## config.mk

```make
export PLATFORM = sky130hd
export DESIGN_NAME = lcd_timing_gen_flat
export DESIGN_NICKNAME = d
export VERILOG_FILES = /design/src/rtl/lcd_pkg.sv /design/src/rtl/lcd_timing_gen_if.sv /design/src/rtl/lcd_delay_line.sv /design/src/rtl/lcd_timing_gen.sv /design/src/flat_wrapper.sv
export SDC_FILE = /design/constraint.sdc
export NUM_CORES = 1
export LEC_CHECK = 0
export BUFFER_PORTS_ARGS = -buffer_cell sky130_fd_sc_hd__buf_2
export CAP_MARGIN = 20
export CORE_MARGIN = 10
export CORE_UTILIZATION = 54
export DETAILED_ROUTE_END_ITERATION = 8
export PLACE_DENSITY = 0.79
export SYNTH_ARGS = -nofsm -noshare
export SYNTH_HDL_FRONTEND = slang
export SYNTH_SLANG_ARGS = --single-unit
export TNS_END_PERCENT = 100
```

## constraint.sdc

```tcl
create_clock -name lcd_clk -period 2.2 [get_ports lcd_clk]
set_input_delay 0.33 -clock lcd_clk [delete_from_list [all_inputs] [get_ports lcd_clk]]
set_output_delay 0.33 -clock lcd_clk [all_outputs]
set_load 0.1 [all_outputs]
```

## src/rtl/lcd_pkg.sv

```systemverilog
// lcd_pkg: shared timing defaults, FSM state type and sizing helpers for the LCD timing generator
package lcd_pkg;
  typedef enum logic {IDLE, RUN} lcd_state_e;
  localparam int DEF_DATA_W  = 16;
  localparam int DEF_H_SYNC  = 1;
  localparam int DEF_H_BACK  = 46;
  localparam int DEF_H_DISP  = 800;
  localparam int DEF_H_FRONT = 210;
  localparam int DEF_V_SYNC  = 1;
  localparam int DEF_V_BACK  = 23;
  localparam int DEF_V_DISP  = 480;
  localparam int DEF_V_FRONT = 22;
  localparam int PIPE_DEPTH  = 3;
  function automatic int total4(int a, int b, int c, int d);
    return a + b + c + d;
  endfunction
  function automatic int cnt_w(int total);
    return (total < 2) ? 1 : $clog2(total);
  endfunction
endpackage

```

## src/rtl/lcd_timing_gen_if.sv

```systemverilog
// lcd_timing_gen_if: run request, FIFO read handshake and LCD pin bundle
// master: timing generator side; slave: FIFO read controller / panel / control side
interface lcd_timing_gen_if import lcd_pkg::*; #(parameter int DATA_W = DEF_DATA_W);
  logic              lcd_en;
  logic              lcd_data_requst;
  logic              fifo_rd_en;
  logic [DATA_W-1:0] fifo_rd_data;
  logic              lcd_hs;
  logic              lcd_vs;
  logic              lcd_de;
  logic [DATA_W-1:0] lcd_rgb;
  logic              frame_start;
  logic              lcd_underflow;
  logic [15:0]       underflow_cnt;
  modport master (
    input  lcd_en, fifo_rd_en, fifo_rd_data,
    output lcd_data_requst, lcd_hs, lcd_vs, lcd_de, lcd_rgb, frame_start, lcd_underflow, underflow_cnt
  );
  modport slave (
    output lcd_en, fifo_rd_en, fifo_rd_data,
    input  lcd_data_requst, lcd_hs, lcd_vs, lcd_de, lcd_rgb, frame_start, lcd_underflow, underflow_cnt
  );
endinterface

```

## src/rtl/lcd_delay_line.sv

```systemverilog
// lcd_delay_line: DEPTH-stage shift register with synchronous active-low clear
// Ports: clk - clock; rst_n - sync active-low clear; i_d - input word; o_q - input delayed DEPTH clocks
module lcd_delay_line #(
  parameter int DEPTH = 3,
  parameter int WIDTH = 1
) (
  input  logic             clk,
  input  logic             rst_n,
  input  logic [WIDTH-1:0] i_d,
  output logic [WIDTH-1:0] o_q
);
  logic [WIDTH-1:0] r_sr [DEPTH];
  always_ff @(posedge clk) begin
    if (!rst_n) r_sr <= '{default: '0};
    else begin
      r_sr[0] <= i_d;
      for (int i = 1; i < DEPTH; i++) r_sr[i] <= r_sr[i-1];
    end
  end
  assign o_q = r_sr[DEPTH-1];
endmodule

```

## src/rtl/lcd_timing_gen.sv

```systemverilog
// lcd_timing_gen: LCD sync/DE timing with one-ahead FIFO request, pixel capture and underflow tracking
// Ports:
//   lcd_clk - pixel clock, shared with the FIFO read side
//   rst_n   - synchronous active-low reset
//   bus     - master view: lcd_en/fifo_rd_en/fifo_rd_data in; request, sync/DE/RGB pins, frame_start,
//             underflow pulse and saturating underflow count out
module lcd_timing_gen import lcd_pkg::*; #(
  parameter int   DATA_W  = DEF_DATA_W,
  parameter int   H_SYNC  = DEF_H_SYNC,
  parameter int   H_BACK  = DEF_H_BACK,
  parameter int   H_DISP  = DEF_H_DISP,
  parameter int   H_FRONT = DEF_H_FRONT,
  parameter int   V_SYNC  = DEF_V_SYNC,
  parameter int   V_BACK  = DEF_V_BACK,
  parameter int   V_DISP  = DEF_V_DISP,
  parameter int   V_FRONT = DEF_V_FRONT,
  parameter logic HS_POL  = 1'b0,
  parameter logic VS_POL  = 1'b0
) (
  input logic              lcd_clk,
  input logic              rst_n,
  lcd_timing_gen_if.master bus
);
  localparam int H_TOTAL = total4(H_SYNC, H_BACK, H_DISP, H_FRONT);
  localparam int V_TOTAL = total4(V_SYNC, V_BACK, V_DISP, V_FRONT);
  localparam int H_CW    = cnt_w(H_TOTAL);
  localparam int V_CW    = cnt_w(V_TOTAL);
  localparam int H_A0    = H_SYNC + H_BACK;
  localparam int H_A1    = H_A0 + H_DISP;
  localparam int V_A0    = V_SYNC + V_BACK;
  localparam int V_A1    = V_A0 + V_DISP;
  lcd_state_e        r_state, w_state_nxt;
  logic [H_CW-1:0]   r_h, w_h_nxt;
  logic [V_CW-1:0]   r_v, w_v_nxt;
  logic              w_h_end, w_v_end, w_run, w_hs, w_vs, w_act, w_fs, w_uf;
  logic              r_req, r_req_d1, r_rd_en_d1, r_uf;
  logic [DATA_W-1:0] r_rgb;
  logic [15:0]       r_uf_cnt;
  logic [3:0]        w_ctl;
  always_comb begin
    w_h_end     = r_h == H_CW'(H_TOTAL - 1);
    w_v_end     = r_v == V_CW'(V_TOTAL - 1);
    w_run       = r_state == RUN;
    // lcd_en only matters in IDLE and on the last pixel of a frame
    w_state_nxt = w_run ? ((w_h_end && w_v_end && !bus.lcd_en) ? IDLE : RUN) : (bus.lcd_en ? RUN : IDLE);
    w_h_nxt     = (!w_run || w_h_end) ? '0 : r_h + 1'b1;
    w_v_nxt     = !w_run ? '0 : !w_h_end ? r_v : w_v_end ? '0 : r_v + 1'b1;
    w_hs        = w_run && int'(r_h) < H_SYNC;
    w_vs        = w_run && int'(r_v) < V_SYNC;
    w_act       = w_run && int'(r_h) >= H_A0 && int'(r_h) < H_A1 && int'(r_v) >= V_A0 && int'(r_v) < V_A1;
    w_fs        = w_run && r_h == '0 && r_v == '0;
    // r_req_d1 is the stage-2 copy of DE; no read behind it means the pixel goes out blank
    w_uf        = r_req_d1 && !r_rd_en_d1;
  end
  always_ff @(posedge lcd_clk) begin
    if (!rst_n) begin
      r_state    <= IDLE;
      r_h        <= '0;
      r_v        <= '0;
      r_req      <= 1'b0;
      r_req_d1   <= 1'b0;
      r_rd_en_d1 <= 1'b0;
      r_rgb      <= '0;
      r_uf       <= 1'b0;
      r_uf_cnt   <= '0;
    end else begin
      r_state    <= w_state_nxt;
      r_h        <= w_h_nxt;
      r_v        <= w_v_nxt;
      r_req      <= w_act;
      r_req_d1   <= r_req;
      r_rd_en_d1 <= bus.fifo_rd_en && r_req;
      r_rgb      <= r_rd_en_d1 ? bus.fifo_rd_data : '0;
      r_uf       <= w_uf;
      r_uf_cnt   <= (w_uf && r_uf_cnt != 16'hFFFF) ? r_uf_cnt + 16'd1 : r_uf_cnt;
    end
  end
  lcd_delay_line #(.DEPTH(PIPE_DEPTH), .WIDTH(4)) u_ctl_dly (
    .clk   (lcd_clk),
    .rst_n (rst_n),
    .i_d   ({w_act, w_hs, w_vs, w_fs}),
    .o_q   (w_ctl)
  );
  assign bus.lcd_data_requst = r_req;
  assign bus.lcd_de          = w_ctl[3];
  assign bus.lcd_hs          = w_ctl[2] ? HS_POL : ~HS_POL;
  assign bus.lcd_vs          = w_ctl[1] ? VS_POL : ~VS_POL;
  assign bus.frame_start     = w_ctl[0];
  assign bus.lcd_rgb         = r_rgb;
  assign bus.lcd_underflow   = r_uf;
  assign bus.underflow_cnt   = r_uf_cnt;
endmodule

```

## src/flat_wrapper.sv

```systemverilog
// flat-port wrapper written by rule: the top's interface ports become plain ports
module lcd_timing_gen_flat import lcd_pkg::*;
#(
  parameter int   DATA_W  = DEF_DATA_W,
  parameter int   H_SYNC  = DEF_H_SYNC,
  parameter int   H_BACK  = DEF_H_BACK,
  parameter int   H_DISP  = DEF_H_DISP,
  parameter int   H_FRONT = DEF_H_FRONT,
  parameter int   V_SYNC  = DEF_V_SYNC,
  parameter int   V_BACK  = DEF_V_BACK,
  parameter int   V_DISP  = DEF_V_DISP,
  parameter int   V_FRONT = DEF_V_FRONT,
  parameter logic HS_POL  = 1'b0,
  parameter logic VS_POL  = 1'b0
)
  (lcd_clk, rst_n, bus_lcd_en, bus_fifo_rd_en, bus_fifo_rd_data, bus_lcd_data_requst, bus_lcd_hs, bus_lcd_vs, bus_lcd_de, bus_lcd_rgb, bus_frame_start, bus_lcd_underflow, bus_underflow_cnt);
  lcd_timing_gen_if #(.DATA_W(DATA_W)) bus_i ();
  input logic lcd_clk;
  input logic rst_n;
  input wire logic [$bits(bus_i.lcd_en)-1:0] bus_lcd_en;
  input wire logic [$bits(bus_i.fifo_rd_en)-1:0] bus_fifo_rd_en;
  input wire logic [$bits(bus_i.fifo_rd_data)-1:0] bus_fifo_rd_data;
  output wire logic [$bits(bus_i.lcd_data_requst)-1:0] bus_lcd_data_requst;
  output wire logic [$bits(bus_i.lcd_hs)-1:0] bus_lcd_hs;
  output wire logic [$bits(bus_i.lcd_vs)-1:0] bus_lcd_vs;
  output wire logic [$bits(bus_i.lcd_de)-1:0] bus_lcd_de;
  output wire logic [$bits(bus_i.lcd_rgb)-1:0] bus_lcd_rgb;
  output wire logic [$bits(bus_i.frame_start)-1:0] bus_frame_start;
  output wire logic [$bits(bus_i.lcd_underflow)-1:0] bus_lcd_underflow;
  output wire logic [$bits(bus_i.underflow_cnt)-1:0] bus_underflow_cnt;
  assign bus_i.lcd_en = bus_lcd_en;
  assign bus_i.fifo_rd_en = bus_fifo_rd_en;
  assign bus_i.fifo_rd_data = bus_fifo_rd_data;
  assign bus_lcd_data_requst = bus_i.lcd_data_requst;
  assign bus_lcd_hs = bus_i.lcd_hs;
  assign bus_lcd_vs = bus_i.lcd_vs;
  assign bus_lcd_de = bus_i.lcd_de;
  assign bus_lcd_rgb = bus_i.lcd_rgb;
  assign bus_frame_start = bus_i.frame_start;
  assign bus_lcd_underflow = bus_i.lcd_underflow;
  assign bus_underflow_cnt = bus_i.underflow_cnt;
  lcd_timing_gen #(.DATA_W(DATA_W), .H_SYNC(H_SYNC), .H_BACK(H_BACK), .H_DISP(H_DISP), .H_FRONT(H_FRONT), .V_SYNC(V_SYNC), .V_BACK(V_BACK), .V_DISP(V_DISP), .V_FRONT(V_FRONT), .HS_POL(HS_POL), .VS_POL(VS_POL)) u_core (.lcd_clk(lcd_clk), .rst_n(rst_n), .bus(bus_i));
endmodule
```

==> results of run 1 <==
-- layer usage --
layer | routed length, um | part of all wire [%] | GRT usage [%]
met1 | 2720 | 44 | 16.4
met2 | 2940 | 47 | 24.5
met3 | 428 | 6.9 | 6.76
met4 | 132 | 2.1 | 7.84
met5 | 0 | 0 | 0
-- report_power, final --
| group | switching [mW] | internal [mW] | total [mW] |
|---|---|---|---|
| Clock | 0.465 | 0.467 | 0.931 |
| Combinational | 0.0451 | 0.0267 | 0.0718 |
| Sequential | 0.00552 | 1.24 | 1.25 |
| Total | 0.515 | 1.74 | 2.25 |
-- critical path: stages, from the launching register on --
cell     delay (ns)
dfxtp_1        0.42
inv_1          0.07
ha_1           0.21
and4b_1        0.22
nand3_2        0.25
nand3_1        0.41
o21ai_0        0.28
-- path summary, 6_finish.rpt --
kind / to / startpoint
worst max-delay path: u_core.r_v[0]$_SDFFE_PN0N_ / u_core.r_h[0]$_SDFF_PP0_
worst min-delay path: u_core.r_state$_SDFF_PN0_ / bus_lcd_en
worst max register to register: u_core.r_v[0]$_SDFFE_PN0N_ / u_core.r_h[0]$_SDFF_PP0_
worst min register to register: u_core.u_ctl_dly.o_q[2]$_SDFF_PN0_ / u_core.u_ctl_dly.r_sr[6]$_SDFF_PN0_
-- layout make-up --
| type | count | area [sq um] |
|---|---|---|
| multi-input combinational | 207 | 1350 |
| tap | 70 | 87.6 |
| timing repair buffer | 59 | 300 |
| clock buffer | 12 | 155 |
| fill | 435 | 1740 |
| clock inverter | 4 | 23.8 |
| inverter | 11 | 41.3 |
| sequential | 68 | 1380 |
-- cell usage in the layout (no fill, tap or decap), drive strengths merged, types with 2 or more instances in the layout --
| cell | n |
|---|---|
| clkbuf | 12 |
| or3 | 9 |
| nand4 | 9 |
| buf | 59 |
| inv | 10 |
| nor2 | 18 |
| clkinv | 5 |
| and2 | 10 |
| nand3 | 17 |
| nand2 | 18 |
| ha | 7 |
| o41ai | 2 |
| nand4b | 2 |
| o31ai | 5 |
| nor3 | 7 |
| and3 | 28 |
| nor4 | 9 |
| a21oi | 14 |
| mux2i | 3 |
| xnor2 | 5 |
| or4 | 5 |
| nand2b | 4 |
| dfxtp | 68 |
| o21ai | 11 |
| a31oi | 2 |
| xor2 | 5 |
| and4b | 3 |
| o211ai | 2 |
-- state kept, by name, indices dropped and copies added (netlist names) --
name	flops
u_core.bus.lcd_rgb	16
u_core.bus.lcd_underflow	1
u_core.bus.underflow_cnt	16
u_core.r_h	11
u_core.r_rd_en_d1	1
u_core.r_state	1
u_core.r_v	10
u_core.u_ctl_dly.o_q	4
u_core.u_ctl_dly.r_sr	8
-- stage by stage --
stage	utilization [%]	hold slack, ns
floorplan	-	0.412
global placement	62.2	0.414
CTS	65.7	0.174
finish	65.7	0.184
detailed placement	62.2	0.419
global route	65.7	0.182
-- kinds of logic (layout without fill, tap and decap cells) --
logic type                 after synthesis  in the layout  share of synthesized area [%]
DFF                                     68             68                           48.4
xor gates and xnor gates                10             10                           3.12
AOI/OAI and AO/OA                       43             43                           9.88
adders and majority gates                7              7                           3.12
and+or+nand+nor                        144            144                           30.9
buffers and inverters                   24             86                           3.47
muxes                                    3              3                           1.07
==> flow_summary.toml, run 1 <==
[synth]
ys_top_cells_by_area = "dfxtp_1 48%, and3_1 6.0%, ha_1 3.1%, nand3_1 2.8%, a21oi_1 2.5%"
synthArstFlopShare_pct = 0
syn-instance-count = 299
yosysWarnings = 0
syn_area_sq_um = 2810
ys_types = 48
synth_most_common_cell = "dfxtp_1"
avgSynthCellArea_sq_um = 9.40
synth_common_cells = "68 x dfxtp_1, 27 x and3_1, 18 x nand2_1, 18 x nor2_1, 16 x nand3_1"
synth_top_area_cell = "dfxtp_1"
ys_ff_latch = 68
seq_area_frac_synth_pct = 48.4
synth_edf_count = 0
synth_top_cell_area_share_pct = 48.4
syn_nets = 326
synthFlopType = "dfxtp_1"

[timing]
setup_violations = 0
finalHoldViolCount = 0
slew-limit-headroom_pct = 66.5
skew_ns = 0.0144
max_freq_ghz = 0.520
worstMarginPinSlew_ns = 0.506
grt_setup_unrepaired = "no"
slew_violations = 0
fin_ws_ns = 0.276
tns_ns = 0
period_minus_slack_ns = 1.92
period_share_pct = 87.4

[clock_network]
postCtsSetupRepairBufs = 0
cts.reportedPaths.clkPinSlew_ns = 0.07
clock_tree.buffer_depth = 2
cts_tree = "built"
cts_sinks = 68
clk_latency_ns = 0.35
cts_buffers = 9
ctsHoldBuffers = 0
htree_levels = 3
cts_root_buf = "clkbuf_8"
ctsResizeCount = 0

[floorplan]
rows = 26
ios = 58
die_w_um = 92.1
core_sq_um = 5070
die-area_sq_um = 8490
initial_utilization_pct = 55.4
die-height_um = 92.1

[finish]
area_growth_pct = 18.7
final_cell_area_sq_um = 3330
n_antenna_cell = 0
instances_no_fill = 431
layout-drive-gt1-share_pct = 27.1
nets = 383

[route]
drtPass1Iterations = 4
wire_per_inst_um = 14.4
antenna_left = 0
drcViolationCount = 0
drtIter0Drc = 78
vias = 2338
wl_um = 6220
vias_per_cell = 5.42

[hold_path]
whs_path_depth = 3
min_path_type = "in -> reg"

[worst_setup_path]
crit_path_max_fanout = 17
startpoint_type = "flip-flop"
end_kind = "flip-flop"
critPathRequiredTime_ns = 2.47
crit_arrival_ns = 2.19
r2r_slack_ns = 0.28
path_class = "reg -> reg"
ff2ff_path_depth = 6

[placement]
dp_cells = 415
hpwl_um = 4450
place.gp.congestion = 0.816
placed_cell_area_sq_um = 3160
dp_slack_ns = 0.300
io_buffers = 57

[global_routing]
antenna_found_initial = 0
overflow = 0
grt.total_usage_pct = 15.1
grt_pass1_wl_um = 10500
grt_max_degree = 41
grt_pass1_vias = 2304

[status]
status = "complete, no violations"

[power_and_ir_drop]
leakagePower_nw = 1.44
peakVddDrop_mv = 0.369
pwr_density_cell_nw_per_um2 = 675
power.total_mw = 2.25

[flow_run]
cap_violations = 0
Note: power is estimated with default switching activity, not from simulation.
==> run 2, diff against run 1 <==
--- a/config.mk
+++ b/config.mk
@@ -8,9 +8,9 @@
 export BUFFER_PORTS_ARGS = -buffer_cell sky130_fd_sc_hd__buf_2
 export CAP_MARGIN = 20
 export CORE_MARGIN = 10
-export CORE_UTILIZATION = 54
+export CORE_UTILIZATION = 40
 export DETAILED_ROUTE_END_ITERATION = 8
-export PLACE_DENSITY = 0.79
+export PLACE_DENSITY = 0.61
 export SYNTH_ARGS = -nofsm -noshare
 export SYNTH_HDL_FRONTEND = slang
 export SYNTH_SLANG_ARGS = --single-unit
==> run 2 against run 1 <==
  * Combinational power increased by 4.3%
  * Clock-buffer cell count down 2
  * Worst setup slack better by 0.023 ns
  * Clock skew about the same
  * Largest cell class unchanged
==> flow_summary.toml, run 2 (synthesized netlist as in run 1, its figures left out) <==
[worst_setup_path]
crit_arrival_ns = 2.18
path_class = "reg -> reg"
end_kind = "flip-flop"
critPathMaxStageDelay_ns = 0.57
cp_top_family = "simple AND/OR/NAND/NOR gates"
slowest_stage = "or4_1"
critPathRequiredTime_ns = 2.48
ff2ff_path_depth = 6
crit_path_max_fanout = 17
r2r_start = "u_core.r_h[0]$_SDFF_PP0_"
path_buf_inv = 1
r2r-end = "u_core.r_v[9]$_SDFFE_PN0N_"
startpoint_type = "flip-flop"
r2r_slack_ns = 0.30
path_cells = "inv_1 -> ha_1 -> and4b_1 -> nand3_2 -> or4_1 -> a21oi_1"

[power_and_ir_drop]
seqPwrFrac_pct = 49.9
power.switching_mw = 0.551
leakagePower_nw = 1.48
clockPowerShare_pct = 47.1
p_int_mw = 1.95
combPwrFrac_pct = 3.0
peakVddDrop_mv = 0.268
switching_share_pct = 22.0
pwr_density_cell_nw_per_um2 = 724

[clock_network]
postCtsSetupRepairBufs = 0
cts_buffers = 9
cts_sinks = 68
ctsHoldBuffers = 0
cts.reportedPaths.clkPinSlew_ns = 0.07
clk_latency_ns = 0.35
clock_tree.buffer_depth = 2
cts_tree = "built"
cts_root_buf = "clkbuf_8"
htree_levels = 3
ctsResizeCount = 0

[timing]
slew_violations = 0
setup_violations = 0
max_freq_ghz = 0.526
slew-limit-headroom_pct = 64.8
worstMarginPinSlew_ns = 0.527
grt_setup_unrepaired = "no"
finalHoldViolCount = 0
fin_hold_ws_ns = 0.184
tns_ns = 0
skew_ns = 0.0139
period_minus_slack_ns = 1.90
period_share_pct = 86.4

[route]
wl_um = 6350
vias = 2320
drtPass1Iterations = 4
antenna_left = 0
drcViolationCount = 0
vias_per_cell = 5.03
wire_per_inst_um = 13.8
drtIter0Drc = 68

[global_routing]
antenna_found_initial = 0
grt_pass1_vias = 2182
grt_max_degree = 23
overflow = 0
grt.total_usage_pct = 11.9
grt_pass1_wl_um = 10800

[status]
status = "complete, no violations"

[floorplan]
die-area_sq_um = 10800
rows = 30
ios = 58
die-height_um = 104
die_w_um = 104
core_sq_um = 6790
initial_utilization_pct = 41.4

[placement]
io_buffers = 57
hpwl_um = 4480
placed_cell_area_sq_um = 3220
place.gp.congestion = 0.830

[finish]
layout-drive-gt1-share_pct = 28.2
final_cell_mix = "57 x buf_2, 57 x dfxtp_1, 27 x and3_1, 18 x nand2_1, 18 x nor2_1"
seq_area_sq_um = 1380
final_cell_area_sq_um = 3450
fill_cells = 633
nets = 387
multiInputGateArea_sq_um = 1350
finish.utilization_pct = 50.8
area_growth_pct = 22.8
n_antenna_cell = 0

[hold_path]
whs_path_depth = 3
min_path_type = "in -> reg"
holdPathEnd = "u_core.r_state$_SDFF_PN0_"
worstHoldStart = "bus_lcd_en"

[flow_run]
cap_violations = 0
[run 2: power groups by stage]
stage               Combinational (mW)  Clock [mW]  Sequential (mW)
global route                    0.0834        1.26             1.25
finish                          0.0749        1.18             1.25
floorplan                       0.0409           0             1.28
detailed placement              0.0761           0             1.28
global placement                0.0760           0             1.27
CTS                             0.0765        1.22             1.25
[run 2: routing by layer]
| layer | wire length, um | GRT usage (%) | vias to the layer above |
|---|---|---|---|
| met2 | 2810 | 18.2 | 61 |
| met5 | 0 | 0 | - |
| met3 | 373 | 4.58 | 9 |
| met1 | 3040 | 14.6 | 1047 |
| li1 | - | - | 1203 |
| met4 | 121 | 5.17 | 0 |
[run 2: worst register-to-register path, cell delays in order (launching register included)]
cell	delay [ns]
dfxtp_1	0.36
inv_1	0.07
ha_1	0.15
and4b_1	0.25
nand3_2	0.29
or4_1	0.57
a21oi_1	0.15
[run 2: worst max path at each step]
stage | slack [ns] | endpoint | from | cells past startpoint
6_report | 0.30 | u_core.r_v[9]$_SDFFE_PN0N_ | u_core.r_h[0]$_SDFF_PP0_ | 6
3_3_place_gp | 0.40 | u_core.r_v[7]$_SDFFE_PN0N_ | u_core.r_h[0]$_SDFF_PP0_ | 6
2_1_floorplan | 0.07 | u_core.bus.underflow_cnt[7]$_SDFFE_PN0P_ | u_core.bus.underflow_cnt[11]$_SDFFE_PN0P_ | 5
5_1_grt | 0.09 | u_core.r_v[5]$_SDFFE_PN0N_ | u_core.r_h[0]$_SDFF_PP0_ | 6
3_5_place_dp | 0.34 | u_core.r_v[9]$_SDFFE_PN0N_ | u_core.r_h[0]$_SDFF_PP0_ | 6
4_1_cts | 0.30 | u_core.r_v[9]$_SDFFE_PN0N_ | u_core.r_h[0]$_SDFF_PP0_ | 6
[run 2: stage by stage]
stage	std cells	setup WS, ns	power, mW
floorplan	299	0.0717	1.32
global placement	445	0.399	1.35
detailed placement	445	0.342	1.35
CTS	461	0.297	2.55
global route	461	0.0864	2.60
finish	461	0.299	2.50
[run 2: cell type report]
type,count,share of cell area (%)
clock buffer,10,3.99
clock inverter,6,2.76
inverter,11,1.20
multi-input combinational,207,39.2
sequential,68,39.8
tap,96,3.48
timing repair buffer,63,9.57
